[src/rtl/mips_mem_arbiter_pkg.sv]
// Shared definitions for the MIPS memory arbiter: FSM state encoding and
// the fixed requester index assignment.
package mem_arb_pkg;

  typedef enum logic [1:0] {
    ST_IDLE  = 2'd0,
    ST_CMD   = 2'd1,
    ST_WDATA = 2'd2,
    ST_RDATA = 2'd3
  } arb_state_e;

  localparam int REQ_ICACHE = 0;
  localparam int REQ_DCACHE = 1;
  localparam int REQ_GP     = 2;

endpackage

[src/rtl/mips_mem_arbiter_pick.sv]
// Combinational round-robin selector: finds the first set request bit,
// scanning upward from ptr_i with wrap-around.
module rr_priority_pick #(
  parameter int NUM_REQ = 3,
  parameter int IDX_W   = (NUM_REQ > 1) ? $clog2(NUM_REQ) : 1
) (
  input  logic [NUM_REQ-1:0] req_i,
  input  logic [IDX_W-1:0]   ptr_i,
  output logic [NUM_REQ-1:0] gnt_onehot_o,
  output logic [IDX_W-1:0]   gnt_idx_o,
  output logic               any_o
);

  logic             found;
  logic [IDX_W-1:0] cand;

  always_comb begin
    found        = 1'b0;
    cand         = '0;
    gnt_onehot_o = '0;
    gnt_idx_o    = '0;
    for (int i = 0; i < NUM_REQ; i++) begin
      cand = IDX_W'((int'(ptr_i) + i) % NUM_REQ);
      if (!found && req_i[cand]) begin
        found              = 1'b1;
        gnt_idx_o          = cand;
        gnt_onehot_o[cand] = 1'b1;
      end
    end
    any_o = found;
  end

endmodule

[src/rtl/mips_mem_arbiter.sv]
// Round-robin arbiter sharing one burst memory port between the icache,
// dcache and graphics processor; grant is held for the whole burst.
module mips_mem_arbiter
  import mem_arb_pkg::*;
#(
  parameter int NUM_REQ   = 3,
  parameter int ADDR_W    = 32,
  parameter int DATA_W    = 32,
  parameter int BURST_LEN = 4
) (
  input  logic                      clk,
  input  logic                      rst,
  input  logic [NUM_REQ-1:0]        req_valid,
  input  logic [NUM_REQ-1:0]        req_we,
  input  logic [NUM_REQ*ADDR_W-1:0] req_addr,
  output logic [NUM_REQ-1:0]        req_ready,
  input  logic [NUM_REQ*DATA_W-1:0] req_wdata,
  output logic [NUM_REQ-1:0]        req_wdata_ready,
  output logic [DATA_W-1:0]         req_rdata,
  output logic [NUM_REQ-1:0]        req_rdata_valid,
  output logic                      mem_cmd_valid,
  input  logic                      mem_cmd_ready,
  output logic                      mem_cmd_we,
  output logic [ADDR_W-1:0]         mem_cmd_addr,
  output logic [DATA_W-1:0]         mem_wdata,
  output logic                      mem_wdata_valid,
  input  logic                      mem_wdata_ready,
  input  logic [DATA_W-1:0]         mem_rdata,
  input  logic                      mem_rdata_valid,
  output logic                      busy
);

  localparam int IDX_W = (NUM_REQ > 1) ? $clog2(NUM_REQ) : 1;
  localparam int CNT_W = $clog2(BURST_LEN);

  arb_state_e          state_q;
  logic [IDX_W-1:0]    grant_q;
  logic [IDX_W-1:0]    rr_ptr_q;
  logic [IDX_W-1:0]    rr_ptr_d;
  logic [CNT_W-1:0]    beat_cnt_q;
  logic [CNT_W-1:0]    beat_cnt_d;
  logic [ADDR_W-1:0]   addr_q;
  logic                we_q;
  logic [NUM_REQ-1:0]  req_ready_q;
  logic [DATA_W-1:0]   rdata_q;
  logic [NUM_REQ-1:0]  rvalid_q;

  logic [NUM_REQ-1:0]  pick_onehot;
  logic [IDX_W-1:0]    pick_idx;
  logic                pick_any;
  logic [NUM_REQ-1:0]  grant_onehot;
  logic                last_beat;
  logic                in_wdata;

  rr_priority_pick #(
    .NUM_REQ (NUM_REQ),
    .IDX_W   (IDX_W)
  ) u_pick (
    .req_i        (req_valid),
    .ptr_i        (rr_ptr_q),
    .gnt_onehot_o (pick_onehot),
    .gnt_idx_o    (pick_idx),
    .any_o        (pick_any)
  );

  assign grant_onehot = NUM_REQ'(1) << grant_q;
  assign beat_cnt_d   = beat_cnt_q + CNT_W'(1);
  assign last_beat    = (beat_cnt_q == CNT_W'(BURST_LEN - 1));
  assign rr_ptr_d     = (grant_q == IDX_W'(NUM_REQ - 1)) ? '0 : grant_q + IDX_W'(1);

  // Requester inputs are sampled only in IDLE; afterwards the latched
  // grant/addr/we drive the burst until its last beat.
  always_ff @(posedge clk or negedge rst) begin
    if (!rst) begin
      state_q     <= ST_IDLE;
      grant_q     <= '0;
      rr_ptr_q    <= '0;
      beat_cnt_q  <= '0;
      addr_q      <= '0;
      we_q        <= 1'b0;
      req_ready_q <= '0;
      rdata_q     <= '0;
      rvalid_q    <= '0;
    end else begin
      req_ready_q <= '0;
      rvalid_q    <= '0;
      case (state_q)
        ST_IDLE: begin
          if (pick_any) begin
            grant_q     <= pick_idx;
            addr_q      <= req_addr[int'(pick_idx)*ADDR_W +: ADDR_W];
            we_q        <= req_we[pick_idx];
            req_ready_q <= pick_onehot;
            state_q     <= ST_CMD;
          end
        end
        ST_CMD: begin
          if (mem_cmd_ready) begin
            beat_cnt_q <= '0;
            state_q    <= we_q ? ST_WDATA : ST_RDATA;
          end
        end
        ST_WDATA: begin
          if (mem_wdata_ready) begin
            beat_cnt_q <= beat_cnt_d;
            if (last_beat) begin
              state_q  <= ST_IDLE;
              rr_ptr_q <= rr_ptr_d;
            end
          end
        end
        ST_RDATA: begin
          if (mem_rdata_valid) begin
            rdata_q    <= mem_rdata;
            rvalid_q   <= grant_onehot;
            beat_cnt_q <= beat_cnt_d;
            if (last_beat) begin
              state_q  <= ST_IDLE;
              rr_ptr_q <= rr_ptr_d;
            end
          end
        end
        default: state_q <= ST_IDLE;
      endcase
    end
  end

  // Write beats pass straight through so the controller's ready throttles
  // the granted requester in the same cycle.
  assign in_wdata        = (state_q == ST_WDATA);
  assign mem_wdata_valid = in_wdata;
  assign mem_wdata       = in_wdata ? req_wdata[int'(grant_q)*DATA_W +: DATA_W] : '0;
  assign req_wdata_ready = (in_wdata && mem_wdata_ready) ? grant_onehot : '0;

  assign mem_cmd_valid   = (state_q == ST_CMD);
  assign mem_cmd_addr    = addr_q;
  assign mem_cmd_we      = we_q;
  assign busy            = (state_q != ST_IDLE);
  assign req_ready       = req_ready_q;
  assign req_rdata       = rdata_q;
  assign req_rdata_valid = rvalid_q;

endmodule
[config.mk]
export PLATFORM = sky130hd
export DESIGN_NAME = mips_mem_arbiter
export DESIGN_NICKNAME = d
export VERILOG_FILES = /design/src/rtl/mips_mem_arbiter_pkg.sv /design/src/rtl/mips_mem_arbiter_pick.sv /design/src/rtl/mips_mem_arbiter.sv
export SDC_FILE = /design/constraint.sdc
export NUM_CORES = 1
export LEC_CHECK = 0
export ABC_AREA = 1
export CORE_MARGIN = 10
export CORE_UTILIZATION = 36
export CTS_CLUSTER_SIZE = 16
export DETAILED_ROUTE_END_ITERATION = 10
export PLACE_DENSITY = 0.84
export REMOVE_ABC_BUFFERS = 1
export SLEW_MARGIN = 0
export SYNTH_ARGS = -nofsm -noshare
export SYNTH_HDL_FRONTEND = slang
export SYNTH_HIERARCHICAL = 1
export SYNTH_SLANG_ARGS = --single-unit
[constraint.sdc]
create_clock -name clk -period 3.05 [get_ports clk]
set_clock_uncertainty 0.15 [all_clocks]
set_input_delay 0.305 -clock clk [delete_from_list [all_inputs] [get_ports clk]]
set_output_delay 0.305 -clock clk [all_outputs]
set_load 0.02 [all_outputs]
==> reports/qor.yml, run 1 <==
grt.total_usage_pct: 22.6
cts_resized: 0
drtIter0Drc: 324
dr.pass1.iters: 4
synth_area_per_cell_um2: 6.49
fin_nets: 1328
utilization_pct: 65.9
whs_path_depth: 2
yosysTopAreaCell: "dfrtp_1"
antenna_cells: 0
portBuffers: 343
cts.clk_slew.worst_paths_ns: 0.06
syn_area_um2: 4920
endpoint_kind: "output port"
grt_max_degree: 45
hp-class: "flop to flop"
ant_nets: 0
tightest_slew_ns: 0.603
hold_buffers: 1
synth-seq-cells: 79
antenna_found_initial: 0
async_reset_ff_share_pct: 100
start_util_pct: 37.0
finalSetupViolCount: 0
core-area_um2: 13300
die_h_um: 137
tns_ns: 0
reg2reg_depth: 11
post_cts_buffers: 0
worstPathRequired_ns: 2.59
numCtsBuffers: 9
cts_sinks: 79
synth.top_cell.area_share_pct: 40.2
post_drt_wl_per_cell_um: 17.3
grt_pass1_wl_mm: 33.2
multi_input_area_um2: 2460
powerDensity_nw_per_um2: 933
gp_congestion: 0.933
io-pin-count: 344
crit_chain: "inv_2, nor2_4, buf_4, nand2_1, inv_1, clkdlybuf4s50_1"
dpl.hpwl_mm: 17.8
routed_wl_mm: 21.9
cap_violations: 0
status: "complete, no violations"
num_vias: 6143
root_buffer: "clkbuf_16"
path_delay_family: "buffers and inverters"
fillers: 1150
crit_fanout: 19
avgViaCountPerCell: 4.84
rsz0062_at_grt: "no"
clockBufferDepth: 2
yosysSeqAreaShare_pct: 40.2
insertion_delay_ns: 0.33
dieArea_um2: 18700
slowest_stage: "clkdlybuf4s50_1"
grt.overflow.total: 0
route.detailed.drc: 0
period_needed_ns: 2.86
max_stage_delay_ns: 0.62
period_share_pct: 93.7
crit_arrival_ns: 2.40
cts_tree: "yes"
first_global_vias: 6226
syn_inst: 758
final-max-slew-violation-count: 0
synth_area_leaders: "dfrtp_1 40%, nand2_1 26%, nand3_1 7.1%"
cp.depth: 6
ff2ff_setup_slack_ns: 0.36
yosysMostFrequentCell: "nand2_1"
yosysWarnings: 6
synth_ff_type: "dfrtp_1"
criticalPathCategory: "flop to output port"
area_growth_pct: 78.1
hold_viol: 0
fp.dieW_um: 137
final-seq-area_um2: 1980
total_leakage_power_nw: 4.25
max_slew_margin_pct: 59.8
synth_cell_types: 27
synth_edf_count: 0
synth_common_cells: "337 x nand2_1, 79 x dfrtp_1, 79 x nor2_1, 70 x nand3_1, 54 x inv_1"
critPathBufInv: 4
worstSetupStartpointType: "flop"
rows: 42
htreeDepth: 3
drive_gt1_share_pct: 4.94
max_freq_mhz: 350
max-vdd-ir-drop_mv: 0.523
[where the power goes]
part / switching, W / internal [W]
registers: 0.000310 / 0.00152
logic: 0.00311 / 0.00213
clock network: 0.000443 / 0.000661
[final timing paths]
kind,start,end
worst max-delay path,state_q[1]$_DFFE_PN0P_,mem_wdata[0]
min in group asynchronous,rst,mem_cmd_addr[3]$_DFFE_PN0P_
max in group asynchronous,rst,req_rdata[27]$_DFFE_PN0P_
worst max register to register,rr_ptr_q[0]$_DFFE_PN0P_,mem_cmd_addr[22]$_DFFE_PN0P_
worst min-delay path,req_rdata[0]$_DFFE_PN0P_,req_rdata[0]$_DFFE_PN0P_
worst min register to register,req_rdata[0]$_DFFE_PN0P_,req_rdata[0]$_DFFE_PN0P_
[cell families after synthesis]
| logic type | share of synthesized area (%) |
|---|---|
| AO/OA/AOI/OAI | 7.83 |
| adder cells (fa/ha/maj) | 1.27 |
| buffers and inverters | 9.86 |
| flip-flops | 40.2 |
| AND/OR/NAND/NOR | 40.9 |
[worst reg2reg max path, cell delays in order, from the launching register on]
cell	delay, ns
dfrtp_1	0.40
inv_1	0.08
ha_1	0.41
inv_2	0.10
o31ai_4	0.28
nand3_1	0.13
nand2_1	0.10
buf_4	0.35
nor2_4	0.09
buf_4	0.22
a21oi_1	0.17
a21oi_1	0.08
[area by class of cell]
| class | instances | share of cell area, % |
|---|---|---|
| Timing Repair Buffer | 359 | 40.5 |
| Clock buffer | 10 | 2.73 |
| Tap cell | 176 | 2.51 |
| Multi-Input combinational cell | 574 | 28.1 |
| Inverter | 65 | 2.78 |
| Sequential cell | 79 | 22.6 |
| Clock inverter | 6 | 0.757 |
[placed cells by master, fill, tap and decap left out, types with 5 or more instances in the layout]
cell,netlist,final
nand2_1,337,337
ha_1,5,5
inv_2,10,10
a21oi_1,44,44
clkdlybuf4s50_1,0,342
nor2_1,79,77
buf_4,3,16
o21ai_0,25,25
clkbuf_16,0,9
inv_1,54,54
nand3_1,70,70
dfrtp_1,79,79
[state kept, by name, summed over array words and instances (netlist names)]
register and count:
rr_ptr_q 2, mem_cmd_we 1, req_rdata_valid 3, state_q 2
beat_cnt_q 2, req_ready 3, grant_q 2, mem_cmd_addr 32
req_rdata 32
[stage by stage]
| stage | hold WS (ns) | total power [W] | std cells | worst slack, ns | area (µm²) |
|---|---|---|---|---|---|
| 2_1_floorplan | -0.141 | 0.00472 | 718 | 0.0494 | 4680 |
| 3_3_place_gp | 0.187 | 0.00699 | 1252 | 0.493 | 8450 |
| 3_5_place_dp | 0.181 | 0.00709 | 1252 | 0.376 | 8450 |
| 4_1_cts | 0.325 | 0.00824 | 1269 | 0.136 | 8760 |
| 5_1_grt | 0.346 | 0.00885 | 1269 | 0.0226 | 8760 |
| 6_report | 0.318 | 0.00817 | 1269 | 0.192 | 8760 |
[layer usage]
layer	global-route usage [%]	share of wire, %	vias up
met3	9.75	12	43
met1	23.3	35	2824
li1	-	-	2997
met2	39.9	50	279
met4	8.14	3.0	0
met5	0	0	-
(Power assumes the default switching activity.)
==> run 2, diff against run 1 <==
CAP_MARGIN = 20   (was unset)
==> results of run 2 <==
Final layout, timing and power as in run 1 (identical DEF).
==> run 3, diff against run 2 <==
REMOVE_ABC_BUFFERS = unset   (was 1)
SKIP_LAST_GASP = 1   (was unset)
==> reports/qor.yml, run 3 (synthesis gave the netlist of run 1 again) <==
path_delay_family: "buffers and inverters"
status: "complete, no violations"
rows: 42
max_freq_mhz: 357
max-vdd-ir-drop_mv: 0.659
post_drt_wl_per_cell_um: 17.3
io-pin-count: 344
worstPathRequired_ns: 2.59
cap_violations: 0
drive_gt1_share_pct: 4.77
period_share_pct: 92.0
final_cell_mix: "342 x clkdlybuf4s50_1, 337 x nand2_1, 79 x dfrtp_1"
endpoint_kind: "output port"
cts_resized: 0
grt.total_usage_pct: 22.2
route.detailed.drc: 0
crit_arrival_ns: 2.35
grt_max_degree: 80
slowest_stage: "clkdlybuf4s50_1"
grt.overflow.total: 0
num_vias: 6041
final_common_cell: "clkdlybuf4s50_1"
hold_viol: 0
cts.clk_slew.worst_paths_ns: 0.06
fillers: 1144
finalPower_w: 0.00834
gp_congestion: 0.913
die_h_um: 137
hp-class: "input pin to async pin"
r2r-end: "mem_cmd_addr[21]$_DFFE_PN0P_"
drtIter0Drc: 318
numCtsBuffers: 9
antenna_found_initial: 1
powerDensity_nw_per_um2: 946
final-max-slew-violation-count: 0
ff2ff_setup_slack_ns: 0.35
syn_nets: 998
total_leakage_power_nw: 4.26
period_needed_ns: 2.80
avgViaCountPerCell: 4.76
fp.dieW_um: 137
core-area_um2: 13300
multi_input_area_um2: 2460
grt_pass1_wl_mm: 32.7
reg2reg_depth: 11
worstSetupStartpointType: "flop"
finalSetupViolCount: 0
tightest_slew_ns: 0.629
area_growth_pct: 79.1
tns_ns: 0
criticalPathCategory: "flop to output port"
first_global_vias: 5943
crit_fanout: 35
whs_ns: 0.308
htreeDepth: 3
dieArea_um2: 18700
rsz0062_at_grt: "no"
post_cts_buffers: 0
dr.pass1.iters: 5
cts_sinks: 79
cts_tree: "yes"
max_stage_delay_ns: 0.64
max_slew_margin_pct: 58.0
insertion_delay_ns: 0.33
ant_nets: 0
r2r-start: "rr_ptr_q[0]$_DFFE_PN0P_"
routed_wl_mm: 21.9
clockBufferDepth: 2
portBuffers: 343
dpl.hpwl_mm: 17.4
critPathBufInv: 3
crit_chain: "inv_2, nor2_4, buf_4, nand2_1, nor2_1, clkdlybuf4s50_1"
fin_nets: 1326
final-seq-area_um2: 1980
start_util_pct: 37.0
root_buffer: "clkbuf_16"
==> run 3: cell count changes in the layout (fill, tap and decap cells not counted), sizes merged <==
cell | previous run | this run
buf | 16 | 14
bufinv | 1 | 3
clkinv | 4 | 2
diode | 0 | 1
==> run 3: timing repair <==
item | CTS | global route
hold endpoints to repair | 0 | 35
endpoints found under the setup margin | 0 | 0
hold buffers | 0 | 1
==> run 3: worst max path at each step <==
stage	startpoint	endpoint	slack [ns]	depth (start not counted)
after CTS	state_q[1]$_DFFE_PN0P_	req_wdata_ready[0]	0.21	6
final	state_q[1]$_DFFE_PN0P_	req_wdata_ready[0]	0.25	6
after global placement	rr_ptr_q[0]$_DFFE_PN0P_	mem_cmd_addr[21]$_DFFE_PN0P_	0.46	11
after floorplan	rr_ptr_q[0]$_DFFE_PN0P_	mem_cmd_addr[22]$_DFFE_PN0P_	0.77	15
after detailed placement	rr_ptr_q[0]$_DFFE_PN0P_	mem_cmd_addr[4]$_DFFE_PN0P_	0.38	11
after global routing	rr_ptr_q[0]$_DFFE_PN0P_	mem_cmd_addr[0]$_DFFE_PN0P_	0.09	16
==> run 3: cell type report <==
type / instances / area share, %
Antenna cell: 1 / 0.0284
Sequential cell: 79 / 22.4
Timing Repair Buffer: 357 / 40.3
Clock buffer: 10 / 2.71
Clock inverter: 6 / 1.31
Inverter: 65 / 2.77
Tap cell: 176 / 2.50
Multi-Input combinational cell: 574 / 28.0
==> run 3: worst register-to-register path, delay by kind of cell, from the launching register on <==
family	cells	cell delay, ns
AO/OA/AOI/OAI	3	0.51
adder cells (fa/ha/maj)	1	0.41
buffers and inverters	4	0.77
flip-flops	1	0.40
AND/OR/NAND/NOR	3	0.35
==> run 3: layer usage <==
| metal | wire (µm) | GRT usage, % | vias up |
|---|---|---|---|
| li1 | - | - | 2989 |
| met1 | 7620 | 22.9 | 2729 |
| met2 | 10800 | 39.0 | 287 |
| met3 | 2720 | 9.75 | 36 |
| met4 | 710 | 8.55 | 0 |
| met5 | 0 | 0 | - |
==> run 3: power by group <==
group          leakage (nW)  switching (W)  total [W]  internal (W)
Clock                 0.175       0.000458    0.00129      0.000830
Sequential            0.970       0.000301    0.00182       0.00152
Combinational          3.12        0.00311    0.00523       0.00212
Total                  4.26        0.00387    0.00834       0.00447
==> run 3: metrics by stage <==
| stage | worst slack (ns) | area (µm²) | utilization [%] | cells |
|---|---|---|---|---|
| floorplan | 0.768 | 4920 | - | 758 |
| global placement | 0.456 | 8430 | 63.4 | 1249 |
| detailed placement | 0.380 | 8430 | 63.4 | 1249 |
| CTS | 0.205 | 8780 | 66.0 | 1265 |
| global route | 0.0897 | 8810 | 66.3 | 1268 |
| finish | 0.245 | 8810 | 66.3 | 1268 |
